==> src/rtl/sram_address_pkg.sv <==
// ---------------------------------------------------------------------------
// sram_address_pkg
// Shared constants, the byte-lane storage type and a parity helper for the
// byte-addressable SRAM word model (sram_address / sram_byte_cell).
//
// Optional feature macro: SRAM_ADDRESS_PARITY_EN adds one even-parity bit per
// stored byte lane.
// ---------------------------------------------------------------------------
package sram_address_pkg;

    localparam int BYTE_W     = 8;
    localparam int DATA_W_DEF = 32;

    // One stored byte lane; carries its parity bit only when parity is built in.
    typedef struct packed {
`ifdef SRAM_ADDRESS_PARITY_EN
        logic              par;
`endif
        logic [BYTE_W-1:0] data;
    } lane_t;

    // Even parity bit: makes the total number of ones (data + bit) even.
    function automatic logic evenParity(input logic [BYTE_W-1:0] b);
        return ^b;
    endfunction

endpackage

==> src/rtl/sram_byte_cell.sv <==
// ---------------------------------------------------------------------------
// sram_byte_cell
// One byte lane of the SRAM word: storage, lane write enable, masked
// registered read and (optionally) per-lane parity.
//
// Optional feature macro: SRAM_ADDRESS_PARITY_EN
//
// Ports
//   clk       in   clock, rising edge
//   rst_n     in   asynchronous active-low reset
//   wrEn_i    in   accepted write for this word (already qualified by WL)
//   rdEn_i    in   accepted read for this word (already qualified by WL)
//   sel_i     in   this lane's byte_sel bit
//   din_i     in   write data for this lane
//   parInj_i  in   (parity build) invert the parity stored by this write
//   parErr_o  out  (parity build) combinational: selected read sees bad parity
//   dout_o    out  registered read data for this lane
// ---------------------------------------------------------------------------
module sram_byte_cell
    import sram_address_pkg::*;
(
    input  logic              clk,
    input  logic              rst_n,
    input  logic              wrEn_i,
    input  logic              rdEn_i,
    input  logic              sel_i,
    input  logic [BYTE_W-1:0] din_i,
`ifdef SRAM_ADDRESS_PARITY_EN
    input  logic              parInj_i,
    output logic              parErr_o,
`endif
    output logic [BYTE_W-1:0] dout_o
);

    lane_t             lane_q;
    lane_t             lane_d;
    logic [BYTE_W-1:0] dout_q;
    logic [BYTE_W-1:0] dout_d;

    // Next lane contents: only a selected, accepted write replaces the byte
    // (and its parity); everything else keeps what is stored.
    always_comb begin
        lane_d = lane_q;
        if (wrEn_i && sel_i) begin
            lane_d.data = din_i;
`ifdef SRAM_ADDRESS_PARITY_EN
            lane_d.par  = evenParity(din_i) ^ parInj_i;
`endif
        end
    end

    // Next read data: an accepted read returns the stored byte for a selected
    // lane and zero for an unselected one; otherwise the last value is held.
    // Reading lane_q (not lane_d) gives read-before-write on a shared edge.
    always_comb begin
        dout_d = dout_q;
        if (rdEn_i) begin
            dout_d = sel_i ? lane_q.data : '0;
        end
    end

    // Storage and read register, both cleared immediately by reset.
    always_ff @(posedge clk or negedge rst_n) begin
        if (!rst_n) begin
            lane_q <= '0;
            dout_q <= '0;
        end else begin
            lane_q <= lane_d;
            dout_q <= dout_d;
        end
    end

`ifdef SRAM_ADDRESS_PARITY_EN
    // Only lanes taking part in the read are checked.
    assign parErr_o = rdEn_i && sel_i && (evenParity(lane_q.data) != lane_q.par);
`endif

    assign dout_o = dout_q;

endmodule

==> src/rtl/sram_address.sv <==
// ---------------------------------------------------------------------------
// sram_address
// Single-word, byte-maskable SRAM model with rising-edge-detected read and
// write requests, read-before-write on simultaneous requests and a one-cycle
// done pulse per accepted request.
//
// Optional feature macro: SRAM_ADDRESS_PARITY_EN (per-lane even parity,
// adds par_inject / par_err).
//
// Ports
//   clk          in   clock, rising edge
//   rst_n        in   asynchronous active-low reset
//   WL           in   word-line select; requests ignored while 0
//   byte_sel     in   per-lane enable, bit i covers bits [8i+7:8i]
//   read_pulse   in   read request level, acted on at its rising edge
//   write_pulse  in   write request level, acted on at its rising edge
//   datain       in   write data
//   par_inject   in   (parity build) invert parity of lanes being written
//   par_err      out  (parity build) registered parity error, aligned with done
//   dataout      out  registered read data
//   done         out  one-cycle pulse after each accepted request
// ---------------------------------------------------------------------------
module sram_address
    import sram_address_pkg::*;
#(
    parameter int DATA_W = DATA_W_DEF
)
(
    input  logic                     clk,
    input  logic                     rst_n,
    input  logic                     WL,
    input  logic [DATA_W/BYTE_W-1:0] byte_sel,
    input  logic                     read_pulse,
    input  logic                     write_pulse,
    input  logic [DATA_W-1:0]        datain,
`ifdef SRAM_ADDRESS_PARITY_EN
    input  logic                     par_inject,
    output logic                     par_err,
`endif
    output logic [DATA_W-1:0]        dataout,
    output logic                     done
);

    localparam int NB = DATA_W / BYTE_W;

    logic rdPrev_q;
    logic wrPrev_q;
    logic rdArmed_q;
    logic wrArmed_q;
    logic done_q;
    logic rdAcc;
    logic wrAcc;

    // A request is accepted on a 0->1 transition of its level. The armed flags
    // stay clear after reset until the pulse has been seen low, so a pulse
    // that is already high when reset releases does not count as an edge.
    // WL gates the action, not the edge detection: an edge seen with WL=0 is
    // consumed and ignored.
    assign rdAcc = WL && read_pulse  && !rdPrev_q && rdArmed_q;
    assign wrAcc = WL && write_pulse && !wrPrev_q && wrArmed_q;

    // Edge-detect history and the done pulse.
    always_ff @(posedge clk or negedge rst_n) begin
        if (!rst_n) begin
            rdPrev_q  <= 1'b0;
            wrPrev_q  <= 1'b0;
            rdArmed_q <= 1'b0;
            wrArmed_q <= 1'b0;
            done_q    <= 1'b0;
        end else begin
            rdPrev_q  <= read_pulse;
            wrPrev_q  <= write_pulse;
            rdArmed_q <= rdArmed_q || !read_pulse;
            wrArmed_q <= wrArmed_q || !write_pulse;
            done_q    <= rdAcc || wrAcc;
        end
    end

`ifdef SRAM_ADDRESS_PARITY_EN
    logic [NB-1:0] laneErr;
    logic          parErr_q;

    // Parity error flag shares done's timing: set for the cycle after an
    // accepted read whose selected lanes hold a bad parity bit.
    always_ff @(posedge clk or negedge rst_n) begin
        if (!rst_n) begin
            parErr_q <= 1'b0;
        end else begin
            parErr_q <= rdAcc && (|laneErr);
        end
    end

    assign par_err = parErr_q;
`endif

    genvar g;
    generate
        for (g = 0; g < NB; g++) begin : gLane
            sram_byte_cell uCell (
                .clk      (clk),
                .rst_n    (rst_n),
                .wrEn_i   (wrAcc),
                .rdEn_i   (rdAcc),
                .sel_i    (byte_sel[g]),
                .din_i    (datain[g*BYTE_W +: BYTE_W]),
`ifdef SRAM_ADDRESS_PARITY_EN
                .parInj_i (par_inject),
                .parErr_o (laneErr[g]),
`endif
                .dout_o   (dataout[g*BYTE_W +: BYTE_W])
            );
        end
    endgenerate

    assign done = done_q;

endmodule

==> config.mk <==
export PLATFORM = sky130hd
export DESIGN_NAME = sram_address
export DESIGN_NICKNAME = d
export VERILOG_FILES = /design/src/rtl/sram_address_pkg.sv /design/src/rtl/sram_byte_cell.sv /design/src/rtl/sram_address.sv
export SDC_FILE = /design/constraint.sdc
export NUM_CORES = 1
export LEC_CHECK = 0
export ABC_AREA = 1
export CORE_ASPECT_RATIO = 1.5
export CORE_UTILIZATION = 40
export CTS_CLUSTER_SIZE = 40
export DETAILED_ROUTE_END_ITERATION = 6
export PLACE_DENSITY = 0.67
export SETUP_SLACK_MARGIN = 0.2
export SLEW_MARGIN = 20
export SYNTH_ARGS = -nofsm -noshare
export SYNTH_HDL_FRONTEND = slang
export SYNTH_SLANG_ARGS = --single-unit
==> constraint.sdc <==
create_clock -name clk -period 2.15 [get_ports clk]
set_input_delay 0.3225 -clock clk [delete_from_list [all_inputs] [get_ports clk]]
set_output_delay 0.3225 -clock clk [all_outputs]
set_load 0.05 [all_outputs]
# Word-level counts from Yosys, hierarchy flattened

Index checks and enable logic that the tools add are counted.

Muxes and demuxes: 4
Reduce and logical (&&, ||, !) cells: 17

Operator list:

| operator          | count |
|---|---|
| 8-bit two-way mux | 4 |
| 1-bit logical AND | 10 |
| 1-bit logical NOT | 4 |
| 1-bit logical OR  | 3 |

Bits in registers: 69
Input bits: 41
Output and inout port bits: 33

# Logic depth before layout (Yosys ltp)

Gate-level depths: netlist of run 1.

Depth in word-level cells: 4
Depth in mapped cells: 7

# Modules after synthesis

A second synthesis of run 1 with hierarchy kept.

Cell total of the unflattened synthesis: 300
Area total of the unflattened synthesis: 2829.0 µm²

Modules (own cells, without submodules):

| module         | times used | cells each | area an instance (µm²) | seq. area each (µm²) |
|---|---|---|---|---|
| sram_byte_cell | 4          | 70         | 660.6                  | 400.4 |
| sram_address   | 1          | 20         | 186.4                  | 125.1 |

# Least setup slack after synthesis of run 1

No wires, ideal clock.

Path kind: register to register
Start: register rdPrev_q
End: register gLane[0].uCell.dout_q[7]
Setup time: 0.131 ns
Data arrival time: 0.885 ns
Required time: 2.019 ns
Path slack: 1.134 ns
Cell stages (with the launch flop): 7
Clock period less this slack: 1.016 ns
Cell sequence: dfrtp_1 -> nor2_2 -> nand2_1 -> buf_6 -> buf_6 -> nand2_1 -> o21ai_0

Word-level cells in the longest chain between the ends: 3

RTL lines:

| element                         | line                 | source |
|---|---|---|
| start: declaration              | sram_address.sv:46   | `logic rdPrev_q;` |
| start signal: assignment        | sram_address.sv:71   | `rdPrev_q <= read_pulse;` |
| 1-bit logical NOT               | sram_address.sv:59   | `assign rdAcc = WL && read_pulse && !rdPrev_q && rdArmed_q;` |
| 1-bit logical AND (2 in series) | sram_address.sv:59   |  |
| end signal: assignment          | sram_byte_cell.sv:69 | `dout_q <= dout_d;` |
| end: declaration                | sram_byte_cell.sv:37 | `logic [BYTE_W-1:0] dout_q;` |

No other way between the ends.
A chain may end at the register's enable or synchronous reset.

# Worst setup path after layout of run 1

Start: register gLane[0].uCell.dout_q[7]
End: output dataout[7]

RTL lines:

| element          | line               | source |
|---|---|---|
| end: declaration | sram_address.sv:40 | `output logic [DATA_W-1:0] dataout,` |

No word-level cell between the ends.

==> results of run 1 <==
[sequential cells by signal, summed over array words and instances (netlist names)]
| signal | flops |
|---|---|
| wrArmed_q | 1 |
| rdArmed_q | 1 |
| rdPrev_q | 1 |
| done | 1 |
| gLane.uCell.dout_o | 32 |
| gLane.uCell.lane_q | 32 |
| wrPrev_q | 1 |
[Yosys cell counts (all sizes together)]
master and count:
buf 17, nand3 36, o21ai 33, nor2 3, clkbuf 1, nand2 134, inv 5, dfrtp 69
[path summary, 6_finish.rpt]
path | startpoint | endpoint | slack, ps
setup reg to reg | rdArmed_q | done | 950
hold reg to reg | rdArmed_q | rdArmed_q | 460
min in group asynchronous | rst_n | gLane[3].uCell.lane_q[6] | 520
max in group asynchronous | rst_n | gLane[2].uCell.lane_q[5] | 1080
hold / removal | rdArmed_q | rdArmed_q | 460
setup / recovery | gLane[0].uCell.dout_o[7] | dataout[7] | 300
[routing by layer]
metal / track usage, % / part of all wire (%)
met5: 0 / 0
met4: 9.00 / 2.0
met3: 3.63 / 3.3
met2: 30.4 / 53
met1: 19.9 / 41
[through the flow]
step | worst slack, ps | cells
CTS | 275 | 457
global route | 260 | 457
global placement | 485 | 440
detailed placement | 459 | 440
floorplan | 1130 | 298
finish | 299 | 457
[area by class of cell]
cell class / count / share of cell area, %
Clock buffer: 10 / 3.58
Tap cell: 78 / 2.54
Inverter: 5 / 0.488
Timing Repair Buffer: 83 / 21.3
Multi-Input combinational cell: 206 / 25.6
Clock inverter: 6 / 1.63
Sequential cell: 69 / 44.9
[cells by family after synthesis]
family                 count (synthesis)
flip-flops                            69
AND/OR/NAND/NOR                      173
buffers and inverters                 23
AO/OA/AOI/OAI                         33
[timing repair]
action,4_1_cts,5_1_grt
hold endpoints to repair,43,0
resized for setup,0,0
hold buffers,1,0
[power breakdown]
group          internal (mW)  switching [mW]
Clock                  0.562           0.485
Sequential              1.50           0.105
Combinational          0.340           0.581
[worst reg2reg max path: cells and delay by family (launching register included)]
family	cells	cell delay, ps
compound gates	1	180
buf+inv	2	410
flops	1	370
simple gates	2	90
==> flow_metrics.env, run 1 <==
export IMPL_n_antenna_cell=0
export IMPL_min_path_cells=2
export IMPL_reg2reg_depth=5
export IMPL_routed_via_density=4.71
export IMPL_clock_latency_ps=340
export IMPL_post_synth_cell_area_avg_um2=9.65
export IMPL_syn_inst=298
export IMPL_max_freq_mhz=540
export IMPL_postRouteAntennaNets=0
export IMPL_layout_common_cells="nand2_1, clkdlybuf4s50_1, dfrtp_1"
export IMPL_violations="DRC"
export IMPL_io_pins=74
export IMPL_path_class="flip-flop to primary output"
export IMPL_drc=4
export IMPL_postLayoutCoreUtil_pct=55.8
export IMPL_wl_um=5890
export IMPL_crit_buf_inv=1
export IMPL_cts_root_buf="clkbuf_8"
export IMPL_worst_pin_slew_ps=573
export IMPL_path_delay_family="buffers and inverters"
export IMPL_ir_drop_uv=523
export IMPL_synthXorXnorAreaFrac_pct=0
export IMPL_final_area_um2=3850
export IMPL_synthMuxAreaShare_pct=0
export IMPL_nFillCells=639
export IMPL_numCtsBuffers=9
export IMPL_synth_compound_area_share_pct=8.62
export IMPL_grt_pass1_wl_um=9870
export IMPL_p_per_area_nw_per_um2=930
export IMPL_synth_nets=339
export IMPL_final_nets=415
export IMPL_p_leak_nw=1.80
export IMPL_die_w_um=71.2
export IMPL_grt_pass1_vias=2102
export IMPL_hold_violations=0
export IMPL_critPathSlowestCell="clkdlybuf4s50_1"
export IMPL_dieArea_um2=7540
export IMPL_multi_input_area_um2=985
export IMPL_port_buffers=73
export IMPL_slew_headroom_pct=61.8
export IMPL_clockBufferDepth=2
export IMPL_hold_class="flip-flop to flip-flop"
export IMPL_antenna_found_initial=0
export IMPL_yosys_area_share_simple_pct=25.5
export IMPL_yosys_top_cells_area="dfrtp_1, nand2_1, o21ai_2"
export IMPL_status="complete, but fails checks"
export IMPL_core_um2=6900
export IMPL_gp_congestion=0.724
export IMPL_postCtsSetupBuffers=0
export IMPL_ys_types=15
export IMPL_yosys_area_top_type="dfrtp_1"
export IMPL_arrival_ps=1530
export IMPL_setup_violations=0
export IMPL_yosys_warnings=0
export IMPL_fin_crit_sh_pct=86.1
export IMPL_hold_slack_ps=464
export IMPL_cts_tree="built"
export IMPL_yosysSeqAreaShare_pct=60.1
export IMPL_synth_top_family_by_area="simple AND/OR/NAND/NOR gates"
export IMPL_rsz0062_at_grt="false"
export IMPL_syn_area_um2=2880
export IMPL_wire_per_inst_um=12.9
export IMPL_cts_sinks=69
export IMPL_crit_fanout=2
export IMPL_fin_skew_ps=8.35
export IMPL_num_vias=2154
export IMPL_ys_ff_latch=69
export IMPL_htree_num_levels=3
export IMPL_dieHeight_um=106
export IMPL_crit_cells=1
export IMPL_timing_final_max_slew_violations=0
export IMPL_dr_pass1_iters=6
export IMPL_area_growth_pct=33.8
export IMPL_gr_total_overflow=0
export IMPL_cp_required_ps=1830
export IMPL_end_kind="primary output"
export IMPL_cap_viol_max_count=0
export IMPL_first_iter_violations=138
export IMPL_regArea_um2=1730
export IMPL_tns_ps=0
export IMPL_post_route_min_period_ps=1850
export IMPL_grt_max_degree=45
export IMPL_num_rows=37
export IMPL_hpwl_um=4110
export IMPL_crit_chain="clkdlybuf4s50_1"
export IMPL_mostFrequentLayoutCell="nand2_1"
export IMPL_clkTransAtPathRegs_ps=80
export IMPL_drive_gt1_share_pct=15.0
export IMPL_dpl_cell_area_um2=3640
export IMPL_grt_usage_pct=17.5
export IMPL_start_kind="flip-flop"
export IMPL_start_util_pct=41.7
export IMPL_critPathMaxStageDelay_ps=840
export IMPL_synth_adder_area_share_pct=0
export IMPL_p_total_mw=3.58
export IMPL_synth_top_area_share_pct=60.1
Note: power is estimated with default switching activity, not from simulation.
==> run 2, diff against run 1 <==
--- a/config.mk
+++ b/config.mk
@@ -5,7 +5,6 @@
 export SDC_FILE = /design/constraint.sdc
 export NUM_CORES = 1
 export LEC_CHECK = 0
-export ABC_AREA = 1
 export CORE_ASPECT_RATIO = 1.5
 export CORE_UTILIZATION = 40
 export CTS_CLUSTER_SIZE = 40
==> run 2 against run 1 <==
Against the previous run:
- clock-buffer cell count is 5 higher
- first-iteration DRC count is 12% lower
- critical endpoint is now dataout[20]
- largest power group unchanged
- combinational power is 22% higher
- global-route usage is 1.9 points lower
- critical path type unchanged
- total power is 4.4% higher
- the run still ends with DRC left
==> flow_metrics.env, run 2 <==
export IMPL_cp_required_ps=1830
export IMPL_gp_congestion=0.729
export IMPL_syn_inst=219
export IMPL_reg2reg_slack_ps=770
export IMPL_start_kind="flip-flop"
export IMPL_antenna_found_initial=0
export IMPL_min_to="wrArmed_q"
export IMPL_synth_edff_count=0
export IMPL_cts_root_buf="clkbuf_8"
export IMPL_syn_area_um2=2830
export IMPL_htree_num_levels=3
export IMPL_grt_pass1_vias=1768
export IMPL_postRouteAntennaNets=0
export IMPL_place_ws_ps=344
export IMPL_routed_via_density=4.65
export IMPL_async_flop_share_pct=100
export IMPL_synth_commonest_cells="dfrtp_1, nand2_1, mux2_4, o21ai_0"
export IMPL_critPathSlowestCell="clkdlybuf4s50_1"
export IMPL_tns_ps=0
export IMPL_ir_drop_uv=463
export IMPL_r2r_end="gLane[1].uCell.lane_q[6]"
export IMPL_regArea_um2=1730
export IMPL_fin_ws_ps=312
export IMPL_hpwl_um=3560
export IMPL_grt_max_degree=66
export IMPL_num_rows=37
export IMPL_crit_buf_inv=1
export IMPL_port_buffers=73
export IMPL_final_nets=337
export IMPL_fin_crit_sh_pct=85.5
export IMPL_clockBufferDepth=2
export IMPL_yosys_cell_count_top_type="dfrtp_1"
export IMPL_grt_usage_pct=15.6
export IMPL_die_w_um=70.7
export IMPL_fin_skew_ps=6.27
export IMPL_status="complete, but fails checks"
export IMPL_post_route_min_period_ps=1840
export IMPL_yosys_top_cells_area="dfrtp_1, mux2_4, nand2_1"
export IMPL_yosys_area_top_type="dfrtp_1"
export IMPL_min_path_cells=1
export IMPL_crit_fanout=2
export IMPL_grt_pass1_wl_um=8530
export IMPL_first_iter_violations=122
export IMPL_clkTransAtPathRegs_ps=70
export IMPL_critPathMaxStageDelay_ps=810
export IMPL_rsz0062_at_grt="false"
export IMPL_worst_pin_slew_ps=613
export IMPL_hold_class="flip-flop to flip-flop"
export IMPL_cap_viol_max_count=0
export IMPL_hold_violations=0
export IMPL_reg2reg_from="wrPrev_q"
export IMPL_arrival_ps=1520
export IMPL_p_leak_nw=1.75
export IMPL_area_growth_pct=34.1
export IMPL_synth_nets=260
export IMPL_multi_input_area_um2=997
export IMPL_clock_latency_ps=340
export IMPL_mostFrequentLayoutCell="clkdlybuf4s50_1"
export IMPL_wire_per_inst_um=13.4
export IMPL_drive_gt1_share_pct=17.9
export IMPL_p_per_area_nw_per_um2=983
export IMPL_path_delay_family="buffers and inverters"
export IMPL_path_class="flip-flop to primary output"
export IMPL_synth_ff_type="dfrtp_1"
export IMPL_hold_start="wrArmed_q"
export IMPL_yosysSeqAreaShare_pct=61.0
export IMPL_synth_top_area_share_pct=61.0
export IMPL_n_antenna_cell=0
export IMPL_gr_total_overflow=0
export IMPL_dieArea_um2=7430
export IMPL_timing_final_max_slew_violations=0
export IMPL_end_kind="primary output"
export IMPL_cts_tree="built"
export IMPL_setup_violations=0
export IMPL_start_util_pct=41.3
export IMPL_numCtsBuffers=9
export IMPL_slew_headroom_pct=59.1
export IMPL_reg2reg_depth=4
export IMPL_num_vias=1763
export IMPL_post_synth_cell_area_avg_um2=12.9
export IMPL_ys_types=13
export IMPL_nFillCells=607
export IMPL_wl_um=5070
export IMPL_crit_chain="clkdlybuf4s50_1"
export IMPL_yosys_warnings=0
export IMPL_dieHeight_um=105
export IMPL_drc=7
export IMPL_violations="DRC"
export IMPL_max_freq_mhz=544
export IMPL_cts_sinks=69
export IMPL_core_um2=6850
export IMPL_io_pins=74
export IMPL_dr_pass1_iters=6
export IMPL_ys_ff_latch=69
export IMPL_layout_common_cells="clkdlybuf4s50_1, dfrtp_1, nand2_1"
## run 2: cell types whose count changed in the layout (fill, tap and decap cells not counted), sizes merged, moves of 4 or more
| cell | previous run | this run |
|---|---|---|
| buf | 10 | 5 |
| clkbuf | 10 | 15 |
| inv | 5 | 1 |
| mux2 | 0 | 32 |
| nand2 | 134 | 69 |
| nand3 | 36 | 0 |
## run 2: what timing repair did
item                       4_1_cts  5_1_grt
hold endpoints to repair        25        0
gates resized for setup          0        0
buffers inserted                 0        0
setup endpoints to repair        0        0
hold buffers                     1        0
## run 2: routing by layer
layer / global-route usage [%] / share of wire, % / vias to the layer above
met1: 18.8 / 42 / 828
met4: 10.3 / 3.2 / 0
met2: 24.6 / 51 / 44
met3: 3.76 / 4.1 / 12
met5: 0 / 0 / -
li1: - / - / 879
## run 2: area by class of cell
type / instances / share of cell area, %
flip-flops and latches: 69 / 45.4
multi-input cells: 137 / 26.2
repair buffers: 78 / 21.1
clock buffers: 15 / 4.38
well taps: 78 / 2.57
clock inverters: 1 / 0.132
inverters: 1 / 0.0988
## run 2: worst max path at each step
stage / start / endpoint / slack (ps) / cells after the start
floorplan: wrPrev_q / gLane[1].uCell.lane_q[0] / 870 / 4
global placement: write_pulse / gLane[0].uCell.lane_q[2] / 380 / 5
detailed placement: write_pulse / gLane[1].uCell.lane_q[6] / 340 / 5
CTS: gLane[2].uCell.dout_o[4] / dataout[20] / 280 / 1
global route: gLane[2].uCell.dout_o[0] / dataout[16] / 260 / 1
finish: gLane[2].uCell.dout_o[4] / dataout[20] / 310 / 1
## run 2: cell families (layout without fill, tap and decap cells)
group | after synthesis | count (layout) | share of synthesized area [%]
buffers and inverters | 13 | 95 | 3.84
AOI/OAI and AO/OA | 32 | 32 | 5.65
DFF | 69 | 69 | 61.0
muxes | 32 | 32 | 17.0
and+or+nand+nor | 73 | 73 | 12.6
## run 2: report_power, final
part | switching, mW | total, mW | internal [mW]
clock | 0.445 | 0.927 | 0.482
sequential | 0.139 | 1.69 | 1.55
combinational | 0.619 | 1.12 | 0.497
## run 2: through the flow
| stage | total power, mW | utilization [%] | cells | hold slack, ps | instance area, um2 |
|---|---|---|---|---|---|
| floorplan | 2.43 | - | 219 | 26.9 | 2830 |
| global placement | 2.81 | 52.8 | 362 | 360 | 3620 |
| detailed placement | 2.84 | 52.8 | 362 | 366 | 3620 |
| CTS | 3.78 | 55.5 | 379 | 452 | 3800 |
| global route | 3.93 | 55.5 | 379 | 481 | 3800 |
| finish | 3.73 | 55.5 | 379 | 465 | 3800 |
==> run 3, diff against run 2 <==
--- a/config.mk
+++ b/config.mk
@@ -10,8 +10,10 @@
 export CTS_CLUSTER_SIZE = 40
 export DETAILED_ROUTE_END_ITERATION = 6
 export PLACE_DENSITY = 0.67
+export REMOVE_ABC_BUFFERS = 1
 export SETUP_SLACK_MARGIN = 0.2
 export SLEW_MARGIN = 20
 export SYNTH_ARGS = -nofsm -noshare
 export SYNTH_HDL_FRONTEND = slang
 export SYNTH_SLANG_ARGS = --single-unit
+export TNS_END_PERCENT = 50
==> run 3 against run 2 <==
Against the previous run:
- the run ends with DRC, hold timing left
- setup slack got worse by 10 ps
- cell count did not move
- clock skew barely moved
- clock-buffer cell count fell by 4
- largest power group unchanged
==> flow_metrics.env, run 3 (synthesized netlist as in run 2, its figures left out) <==
export IMPL_status="complete, but fails checks"
export IMPL_violations="DRC, hold timing"
export IMPL_mostFrequentLayoutCell="clkdlybuf4s50_1"
export IMPL_crit_chain="clkdlybuf4s50_1"
export IMPL_wl_um=5270
export IMPL_dr_pass1_iters=6
export IMPL_crit_fanout=2
export IMPL_n_antenna_cell=0
export IMPL_worst_pin_slew_ps=557
export IMPL_rsz0062_at_grt="false"
export IMPL_die_w_um=70.7
export IMPL_htree_num_levels=3
export IMPL_hold_violations=7
export IMPL_wire_per_inst_um=13.9
export IMPL_hpwl_um=3740
export IMPL_cts_sinks=69
export IMPL_critPathMaxStageDelay_ps=850
export IMPL_nFillCells=587
export IMPL_io_pins=74
export IMPL_layout_common_cells="clkdlybuf4s50_1, dfrtp_1, nand2_1"
export IMPL_final_nets=338
export IMPL_final_area_um2=3850
export IMPL_grt_pass1_wl_um=8740
export IMPL_sw_frac_of_total_pct=30.9
export IMPL_cts_root_buf="clkbuf_8"
export IMPL_gp_congestion=0.750
export IMPL_clockBufferDepth=2
export IMPL_cap_viol_max_count=0
export IMPL_fin_skew_ps=6.15
export IMPL_cp_required_ps=1830
export IMPL_critPathSlowestCell="clkdlybuf4s50_1"
export IMPL_arrival_ps=1530
export IMPL_dieHeight_um=105
export IMPL_p_total_mw=3.94
export IMPL_antenna_found_initial=0
export IMPL_timing_final_max_slew_violations=0
export IMPL_postRouteAntennaNets=0
export IMPL_intPower_mw=2.73
export IMPL_p_per_area_nw_per_um2=1030
export IMPL_setup_violations=0
export IMPL_drc=4
export IMPL_path_delay_family="buffers and inverters"
export IMPL_hold_class="input pin to async pin"
export IMPL_clock_latency_ps=340
export IMPL_clkPwrFrac_pct=28.6
export IMPL_core_um2=6850
export IMPL_comb_power_share_pct=28.5
export IMPL_slew_headroom_pct=62.8
export IMPL_start_kind="flip-flop"
export IMPL_routed_via_density=4.58
export IMPL_hold_slack_ps=-15.3
export IMPL_grt_usage_pct=15.8
export IMPL_dieArea_um2=7430
export IMPL_port_buffers=73
export IMPL_drive_gt1_share_pct=19.3
export IMPL_p_leak_nw=1.77
export IMPL_first_iter_violations=99
export IMPL_end_kind="primary output"
export IMPL_pwr_share_seq_pct=42.9
export IMPL_grt_pass1_vias=1779
export IMPL_area_growth_pct=35.8
export IMPL_ir_drop_uv=556
export IMPL_dpl_cell_area_um2=3630
export IMPL_grt_max_degree=70
export IMPL_numCtsBuffers=9
export IMPL_start_util_pct=41.3
export IMPL_path_class="flip-flop to primary output"
export IMPL_cts_resized_gates=0
export IMPL_postCtsSetupBuffers=0
export IMPL_num_rows=37
export IMPL_post_route_min_period_ps=1850
export IMPL_crit_buf_inv=1
export IMPL_cts_hold_fix_buffers=0
export IMPL_cts_tree="built"
export IMPL_max_freq_mhz=541
export IMPL_gr_total_overflow=0
export IMPL_fin_crit_sh_pct=86.0
export IMPL_num_vias=1735
export IMPL_clkTransAtPathRegs_ps=70
export IMPL_p_switching_mw=1.22
==> run 3: changes by cell type in the layout (fill, tap and decap cells not counted), sizes merged <==
cell,previous run,this run
clkbuf,15,11
bufinv,0,2
buf,5,7
clkinvlp,0,1
dlygate4sd3,1,0
==> run 3: area by class of cell <==
| type | count | area (um2) | area share [%] |
|---|---|---|---|
| inverters | 1 | 3.75 | 0.0976 |
| clock inverters | 4 | 72.6 | 1.89 |
| clock buffers | 11 | 141 | 3.67 |
| multi-input cells | 137 | 997 | 25.9 |
| well taps | 78 | 97.6 | 2.54 |
| flip-flops and latches | 69 | 1730 | 44.9 |
| repair buffers | 79 | 808 | 21.0 |
==> run 3: worst paths after layout <==
path                       slack, ps                       end  depth (start not counted)                     start
max                              300               dataout[28]                          1  gLane[3].uCell.dout_o[4]
min                              -20  gLane[2].uCell.dout_o[4]                          2                     rst_n
max reg2reg                      800  gLane[1].uCell.lane_q[2]                          4                  wrPrev_q
min reg2reg                      470                 wrArmed_q                          1                 wrArmed_q
max in group asynchronous       1860  gLane[1].uCell.dout_o[2]                          2                     rst_n
min in group clk                 470                 wrArmed_q                          1                 wrArmed_q
==> run 3: per-stage QoR <==
stage                     worst slack, ps  hold slack (ps)  utilization (%)  instances  TNS, ps
after CTS                             280             4.08             56.2        379        0
after floorplan                     -8.42             26.9                -        207     -270
after global placement                378              370             53.0        364        0
after global routing                  257             22.6             56.2        379        0
after detailed placement              367              372             53.0        364        0
final                                 301            -15.3             56.2        379        0
==> run 3: layer usage <==
metal / part of all wire (%) / global-route usage [%] / vias to the layer above
met5: 0 / 0 / -
met4: 3.5 / 10.4 / 0
met3: 3.5 / 2.99 / 13
met2: 52 / 26.6 / 44
met1: 41 / 18.0 / 799
li1: - / - / 879
==> run 3: power by group through the flow <==
stage / combinational (mW) / clock, mW / sequential (mW)
2_1_floorplan: 0.324 / 0 / 2.08
3_5_place_dp: 1.13 / 0 / 1.72
5_1_grt: 1.19 / 1.20 / 1.73
4_1_cts: 1.14 / 1.15 / 1.70
3_3_place_gp: 1.12 / 0 / 1.71
6_report: 1.12 / 1.13 / 1.69
